$ cat config.mk
export PLATFORM = sky130hd
export DESIGN_NAME = multicycle_controller
export DESIGN_NICKNAME = d
export VERILOG_FILES = /design/src/rtl/multicycle_controller.sv
export SDC_FILE = /design/constraint.sdc
export NUM_CORES = 1
export LEC_CHECK = 0
export ABC_AREA = 1
export ABC_CLOCK_PERIOD_IN_PS = 2100
export BUFFER_PORTS_ARGS = -buffer_cell sky130_fd_sc_hd__buf_4
export CORE_AREA = 2 2 113 115
export DETAILED_ROUTE_END_ITERATION = 12
export DIE_AREA = 0 0 115 117
export GPL_ROUTABILITY_DRIVEN = 0
export SLEW_MARGIN = 20
export SYNTH_ARGS = -nofsm -noshare
export SYNTH_HDL_FRONTEND = slang
export SYNTH_SLANG_ARGS = --single-unit
$ cat constraint.sdc
create_clock -name clk -period 2.1 [get_ports clk]
set_input_delay 0.21 -clock clk [delete_from_list [all_inputs] [get_ports clk]]
set_output_delay 0.21 -clock clk [all_outputs]
set_load 0.1 [all_outputs]
$ cat src/rtl/multicycle_controller.sv
// multicycle_controller: multi-cycle MIPS sequencer FSM with shared memory port, retire counter and halt/timeout handling
module multicycle_controller #(
  parameter int TIMEOUT = 16,
  parameter int CNT_W = 32
) (
  input  logic             clk,
  input  logic             rst_n,
  input  logic [31:0]      instr,
  input  logic             zero,
  input  logic             mem_ready,
  output logic             pc_write,
  output logic             iord,
  output logic             mem_read,
  output logic             mem_write,
  output logic             ir_write,
  output logic             reg_dst,
  output logic             mem_to_reg,
  output logic             reg_write,
  output logic             alu_src_a,
  output logic [1:0]       alu_src_b,
  output logic [3:0]       alu_op,
  output logic [1:0]       pc_source,
  output logic [3:0]       state,
  output logic             halted,
  output logic             error,
  output logic [CNT_W-1:0] instr_count
);
  localparam logic [3:0] FETCH = 4'd0, DECODE = 4'd1, MEMADR = 4'd2, MEMRD = 4'd3, MEMWB = 4'd4,
                         MEMWR = 4'd5, EXEC = 4'd6, ALUWB = 4'd7, BRANCH = 4'd8, JUMP = 4'd9,
                         ADDIEX = 4'd10, ADDIWB = 4'd11, HALT = 4'd12;
  localparam logic [3:0] ALU_AND = 4'd0, ALU_OR = 4'd1, ALU_ADD = 4'd2, ALU_SUB = 4'd6, ALU_SLT = 4'd7;
  logic [3:0] next_state;
  logic [31:0] wait_cnt;
  logic err_set, wait_st, tmo, retire, fn_ok;
  logic [5:0] opc, fn;
  logic [3:0] fn_op;
  assign opc = instr[31:26];
  assign fn = instr[5:0];
  assign fn_op = fn == 6'h20 ? ALU_ADD : fn == 6'h22 ? ALU_SUB : fn == 6'h24 ? ALU_AND :
                 fn == 6'h25 ? ALU_OR : ALU_SLT;
  assign fn_ok = fn == 6'h20 || fn == 6'h22 || fn == 6'h24 || fn == 6'h25 || fn == 6'h2A;
  assign wait_st = state == FETCH || state == MEMRD || state == MEMWR;
  assign tmo = TIMEOUT != 0 && wait_st && !mem_ready && wait_cnt == 32'(TIMEOUT - 1);
  assign retire = next_state == FETCH && (state == MEMWB || state == MEMWR || state == ALUWB ||
                  state == BRANCH || state == JUMP || state == ADDIWB);
  assign halted = state == HALT;
  // next-state selection, with memory timeout overriding any transition
  always_comb begin
    next_state = state;
    err_set = 1'b0;
    case (state)
      FETCH:  next_state = mem_ready ? DECODE : FETCH;
      DECODE: begin
        if (instr == 32'd0) next_state = HALT;
        else if (opc == 6'h00) next_state = EXEC;
        else if (opc == 6'h23 || opc == 6'h2B) next_state = MEMADR;
        else if (opc == 6'h04 || opc == 6'h05) next_state = BRANCH;
        else if (opc == 6'h02) next_state = JUMP;
        else if (opc == 6'h08) next_state = ADDIEX;
        else begin
          next_state = HALT;
          err_set = 1'b1;
        end
      end
      MEMADR: next_state = opc == 6'h2B ? MEMWR : MEMRD;
      MEMRD:  next_state = mem_ready ? MEMWB : MEMRD;
      MEMWR:  next_state = mem_ready ? FETCH : MEMWR;
      EXEC:   begin
        next_state = fn_ok ? ALUWB : HALT;
        err_set = !fn_ok;
      end
      ADDIEX: next_state = ADDIWB;
      HALT:   next_state = HALT;
      default: next_state = FETCH;
    endcase
    if (tmo) begin
      next_state = HALT;
      err_set = 1'b1;
    end
  end
  // datapath controls decoded from the current state, forced low while in reset
  always_comb begin
    pc_write = 1'b0;
    iord = 1'b0;
    mem_read = 1'b0;
    mem_write = 1'b0;
    ir_write = 1'b0;
    reg_dst = 1'b0;
    mem_to_reg = 1'b0;
    reg_write = 1'b0;
    alu_src_a = 1'b0;
    alu_src_b = 2'b00;
    alu_op = 4'd0;
    pc_source = 2'b00;
    if (rst_n) begin
      case (state)
        FETCH: begin
          mem_read = 1'b1;
          alu_src_b = 2'b01;
          alu_op = ALU_ADD;
          ir_write = mem_ready;
          pc_write = mem_ready;
        end
        DECODE: begin
          alu_src_b = 2'b11;
          alu_op = ALU_ADD;
        end
        MEMADR, ADDIEX: begin
          alu_src_a = 1'b1;
          alu_src_b = 2'b10;
          alu_op = ALU_ADD;
        end
        MEMRD: begin
          mem_read = 1'b1;
          iord = 1'b1;
        end
        MEMWB: begin
          reg_write = 1'b1;
          mem_to_reg = 1'b1;
        end
        MEMWR: begin
          mem_write = 1'b1;
          iord = 1'b1;
        end
        EXEC: begin
          alu_src_a = 1'b1;
          alu_op = fn_ok ? fn_op : 4'd0;
        end
        ALUWB: begin
          reg_write = 1'b1;
          reg_dst = 1'b1;
        end
        BRANCH: begin
          alu_src_a = 1'b1;
          alu_op = ALU_SUB;
          pc_source = 2'b01;
          pc_write = opc == 6'h05 ? !zero : zero;
        end
        JUMP: begin
          pc_source = 2'b10;
          pc_write = 1'b1;
        end
        ADDIWB: reg_write = 1'b1;
        default: ;
      endcase
    end
  end
  // state, memory wait counter, sticky error and saturating retire counter
  always_ff @(posedge clk or negedge rst_n) begin
    if (!rst_n) begin
      state <= FETCH;
      wait_cnt <= 32'd0;
      error <= 1'b0;
      instr_count <= '0;
    end else begin
      state <= next_state;
      wait_cnt <= (wait_st && !mem_ready && !tmo) ? wait_cnt + 32'd1 : 32'd0;
      if (err_set) error <= 1'b1;
      if (retire && !(&instr_count)) instr_count <= instr_count + CNT_W'(1);
    end
  end
endmodule
==> results.toml, run 1 <==
[status]
status = "completed"

[floorplan]
std_cell_rows = 41
die_h_um = 117
io_pins = 91
start_util = 0.3917
die_area_um2 = 13460
dieWidth_um = 115
coreArea_um2 = 12310

[clock_tree]
cts_tree = "yes"
numCtsBuffers = 9
cts.sinks = 69
clockRootBuffer = "clkbuf_16"
cts_max_level = 3
clk_latency_ns = 0.34
ctsLongestPathBuffers = 2
clkTransAtPathRegs_ns = 0.06

[timing]
whs_ns = 0.007379
post-route-min-period_ns = 2.062
finalSetupViolations = 0
fin_crit_sh = 0.9818
clock-skew-final_ns = 0.007056
slew_headroom = 0.6188
hold_viol = 0
maxSlewViolCount = 0
setup_tns_ns = 0
max_freq_mhz = 485.0
tightest_slew_ns = 0.5719

[setup_path]
slowest_stage = "dfrtp_4"
crit_path_max_incr_delay_ns = 0.52
path_class = "flip-flop to output pin"
required_ns = 1.89
worstPathArrival_ns = 1.85
worst_setup_path_start_kind = "flip-flop"
crit_fanout = 5
crit_path_cell_trace = "nand2_4 > inv_4 > a21oi_2 > o21ai_2 > o21ai_4 > nor3_4 > buf_12"
endpoint_kind = "output pin"

[routing]
final_antenna_net_count = 0
wl_um = 14510
drcViolationCount = 0
wl_per_cell_um = 14.72
via_per_inst = 5.249
drtIter0Drc = 425
drt_pass1_iterations = 5
vias = 5176

[synth]
yosysSeqAreaShare = 0.3581
synth_cell_types = 38
ys.flop_type = "dfrtp_1"
yosysTopAreaCell = "dfrtp_1"
syn-num-nets = 754
synth-seq-cells = 69
avgSynthCellArea_um2 = 6.735
synth_area_um2 = 4822
synth_top_area_share = 0.3581
yosys_warnings = 0
synth.area.top_cells = "dfrtp_1, nand2_1, nor2_1, xor2_1, inv_1"
async_flop_share = 1.000
synth_edf_count = 0
synth_cells = 716

[pwr]
leakagePower_nw = 2.970
total_power_mw = 6.063
powerDensity_nw_per_um2 = 943.2
ir_worst_vdd_v = 0.0004253

[cells_and_area]
post-route-util = 0.5221
area_growth_pct = 33.29
final_common_cell = "nand2_1"
layout_common_cells = "nand2_1, nor2_1, buf_4, inv_1, dfrtp_1"
regArea_um2 = 1764
nets = 869
fill_cells = 1222
drive_gt1_frac = 0.2404
antennaDiodeCount = 0
multi_input_area_um2 = 2937

[hold_path]
hold_class = "primary input to async pin"

[grt]
grt_overflow = 0
grt_pass1_wl_um = 22650
use_met1 = 0.2986
grt_util_met2 = 0.3322
use_met3 = 0.03759
grt_pass1_vias = 4661
antenna_found_initial = 0
grt_max_degree = 46
grt_busiest_layer = "met2"
grt_usage = 0.2135

[run]
maxCapViolCount = 0

[placement]
detailed_place_hpwl_um = 10910
portBuffers = 89
-- worst max-delay path, delay by kind of cell, from the launching register on --
kind	cells	cell delay (ns)
compound gates	3	0.57
buf+inv	2	0.23
simple gates	2	0.21
flops	1	0.52
-- final cells by class --
cell class | instances | area share
clock buffers | 12 | 0.03991
repair buffers | 115 | 0.1458
multi-input cells | 566 | 0.4569
well taps | 150 | 0.02920
flip-flops and latches | 69 | 0.2745
inverters | 70 | 0.04283
clock inverters | 4 | 0.01090
-- synthesized netlist by cell type, types with 2 or more instances --
cell / number
nand2_1: 192
nor2_1: 138
dfrtp_1: 69
inv_1: 64
nor3_1: 43
o21ai_0: 32
nand3_1: 30
xor2_1: 29
nand4_1: 24
xnor2_1: 19
a21oi_1: 11
o21ai_1: 10
nor4_1: 7
buf_2: 6
inv_2: 5
nand2_2: 5
buf_6: 3
buf_4: 2
ha_1: 2
nand3_4: 2
nand3b_1: 2
nor2_2: 2
nor3b_1: 2
o21a_1: 2
or2_2: 2
-- state kept, by name, summed over array words and instances (netlist names) --
name	flops
state	4
instr_count	32
error	1
wait_cnt	32
-- stage by stage --
step | instances | worst slack, ns | cell area (µm²)
detailed placement | 959 | 0.1103 | 5861
floorplan | 716 | -0.2571 | 4976
finish | 986 | 0.03817 | 6427
CTS | 977 | 0.008559 | 6265
global placement | 959 | 0.1067 | 5861
global route | 986 | -0.06059 | 6427
-- final timing paths --
path	start	endpoint	slack, ns	depth (start not counted)
setup reg to reg	state[1]	instr_count[4]	0.15	12
max in group asynchronous	rst_n	state[0]	1.21	4
hold reg to reg	error	error	0.52	2
setup / recovery	state[1]	alu_op[0]	0.04	7
hold / removal	rst_n	wait_cnt[13]	0.007	2
min in group clk	instr[22]	state[3]	0.37	6
-- power by group --
group          switching, mW  internal, mW
Clock                  0.563          1.10
Combinational           2.08         0.750
Sequential             0.126          1.44
-- what timing repair did --
action                     CTS  global route
hold buffers                 1             0
resized for setup           17            23
setup endpoints to repair    4            42
pin swaps                    3             5
hold endpoints to repair    13             0
buffers inserted             1             8
gates cloned                 0             1
-- cell families after synthesis --
group | count (synthesis) | share of synthesized area
buffers and inverters | 82 | 0.07239
flip-flops | 69 | 0.3581
AND/OR/NAND/NOR | 454 | 0.4102
XOR/XNOR | 48 | 0.08718
other | 1 | 0.0007777
adder cells (fa/ha/maj) | 2 | 0.005189
AO/OA/AOI/OAI | 60 | 0.06617
-- metal layers --
metal  vias to the layer above  wire (µm)
li1                       2541          -
met1                      2421       6695
met2                       184       6574
met3                        30        951
met4                         0        288
met5                         -          0
No activity file was read; power rests on OpenSTA's default activity.
==> inputs of run 2 (changes only) <==
--- a/config.mk
+++ b/config.mk
@@ -9,6 +9,7 @@
 export ABC_CLOCK_PERIOD_IN_PS = 2100
 export BUFFER_PORTS_ARGS = -buffer_cell sky130_fd_sc_hd__buf_4
 export CORE_AREA = 2 2 113 115
+export CTS_BUF_LIST = sky130_fd_sc_hd__clkbuf_16
 export DETAILED_ROUTE_END_ITERATION = 12
 export DIE_AREA = 0 0 115 117
 export GPL_ROUTABILITY_DRIVEN = 0
==> run 2 against run 1 <==
Routed wire length shrank 0.31%. Sequential share of layout area grew 0.086 points. Combinational power is essentially flat. Sequential power about the same. Global-route usage decreased by 0.077 points. Die area unchanged. Final cell count unchanged.
==> results.toml, run 2 (synthesis gave the netlist of run 1 again) <==
[floorplan]
die_area_um2 = 13460
coreArea_um2 = 12310
io_pins = 91
start_util = 0.3917
die_h_um = 117
std_cell_rows = 41
dieWidth_um = 115

[timing]
clock-skew-final_ns = 0.008203
max_freq_mhz = 478.8
finalSetupViolations = 0
whs_ns = 0.01181
hold_viol = 0
maxSlewViolCount = 0
slew_headroom = 0.6191
tightest_slew_ns = 0.5714
fin_crit_sh = 0.9946
post-route-min-period_ns = 2.089
setup_ws_ns = 0.01126

[run]
maxCapViolCount = 0

[setup_path]
reg2reg_depth = 12
cp.depth = 6
required_ns = 1.89
reg2reg_slack_ns = 0.15
crit_fanout = 5
path_class = "flip-flop to output pin"
cp_num_buf_inv = 3
crit_end = "alu_src_a"
crit_path_max_incr_delay_ns = 0.50
endpoint_kind = "output pin"
worst_setup_path_start_kind = "flip-flop"
r2r-start = "state[0]"
worstPathArrival_ns = 1.88
slowest_stage = "dfrtp_4"
crit_path_cell_trace = "inv_2 > nand2_2 > nor2_1 > inv_1 > a21oi_4 > buf_8"
timing.rr.end = "instr_count[4]"
crit_start = "state[0]"
critPathTopFamily = "buffers and inverters"

[placement]
place_ws_ns = 0.1103
detailed_place_hpwl_um = 10910
placed_area_um2 = 5861
portBuffers = 89

[clock_tree]
cts.sinks = 69
clkTransAtPathRegs_ns = 0.06
numCtsBuffers = 9
cts_max_level = 3
clockRootBuffer = "clkbuf_16"
ctsLongestPathBuffers = 2
cts_tree = "yes"
clk_latency_ns = 0.33

[routing]
wl_um = 14470
drt_pass1_iterations = 5
vias = 5158
drtIter0Drc = 478
routed-wl-met2_um = 6524
wl_met3_um = 980
wl_per_cell_um = 14.67
wl_met1_um = 6704
via_per_inst = 5.231
drcViolationCount = 0
top_layer = "met4"
final_antenna_net_count = 0

[cells_and_area]
multi_input_area_um2 = 2937
largestRegisters = "instr_count: 32 flops, wait_cnt: 32 flops, state: 4 flops"
antennaDiodeCount = 0
fin_area_um2 = 6407
post-route-util = 0.5204
layout_common_cells = "nand2_1, nor2_1, buf_4, inv_1, dfrtp_1"
drive_gt1_frac = 0.2380
regArea_um2 = 1764
fill_cells = 1224
area_growth_pct = 32.88
nets = 869
final_common_cell = "nand2_1"

[pwr]
ir_worst_vdd_v = 0.0004265
leakagePower_nw = 2.963
powerDensity_nw_per_um2 = 933.8

[grt]
grt_pass1_wl_um = 22580
grt_max_degree = 46
antenna_found_initial = 0
grt_overflow = 0
grt_usage = 0.2127
grt_pass1_vias = 4628

[hold_path]
hold_class = "primary input to async pin"

[status]
status = "completed"
-- run 2: worst min-delay path by stage --
stage	end	slack (ns)	start
final	wait_cnt[13]	0.01	rst_n
after global routing	wait_cnt[9]	0.07	rst_n
after CTS	wait_cnt[11]	0.05	rst_n
after detailed placement	state[1]	0.24	rst_n
after global placement	state[1]	0.23	rst_n
after floorplan	error	-0.09	rst_n
-- run 2: power breakdown --
group | internal [mW] | leakage, nW | switching (mW)
Clock | 1.02 | 0.155 | 0.560
Combinational | 0.750 | 1.89 | 2.08
Sequential | 1.44 | 0.921 | 0.127
Total | 3.22 | 2.96 | 2.77
-- run 2: per-stage QoR --
stage          power [mW]  TNS [ns]  instances
2_1_floorplan       3.540   -0.8887        716
3_3_place_gp        4.047         0        959
3_5_place_dp        4.088         0        959
4_1_cts             5.737         0        977
5_1_grt             6.275   -0.2357        986
6_report            5.983         0        986
-- run 2: timing repair --
action / CTS / global route
setup buffers: 1 / 8
hold buffers: 1 / 0
pin swaps: 3 / 5
cloned: 0 / 1
resized for setup: 17 / 23
endpoints found under the hold margin: 13 / 0
endpoints found under the setup margin: 4 / 42
-- run 2: layout make-up --
| cell class | instances | area share |
|---|---|---|
| timing repair buffer | 115 | 0.1463 |
| inverter | 70 | 0.04296 |
| clock buffer | 9 | 0.03515 |
| clock inverter | 7 | 0.01269 |
| sequential | 69 | 0.2753 |
| multi-input combinational | 566 | 0.4583 |
| tap | 150 | 0.02929 |
-- run 2: worst register-to-register path, stage by stage (launching register included) --
cell and delay, ns:
dfrtp_4 0.44, inv_2 0.07, nand2_2 0.16, inv_1 0.11, nand2_1 0.10, nand2_1 0.07, nand2_1 0.08, nand2_2 0.07
nand2_2 0.10, nand3_4 0.14, buf_4 0.23, o21ai_0 0.17, nand2_1 0.08
-- run 2: metal layers --
| layer | GRT usage | up-vias |
|---|---|---|
| li1 | - | 2546 |
| met1 | 0.2999 | 2402 |
| met2 | 0.3306 | 184 |
| met3 | 0.03708 | 26 |
| met4 | 0.07631 | 0 |
| met5 | 0 | - |
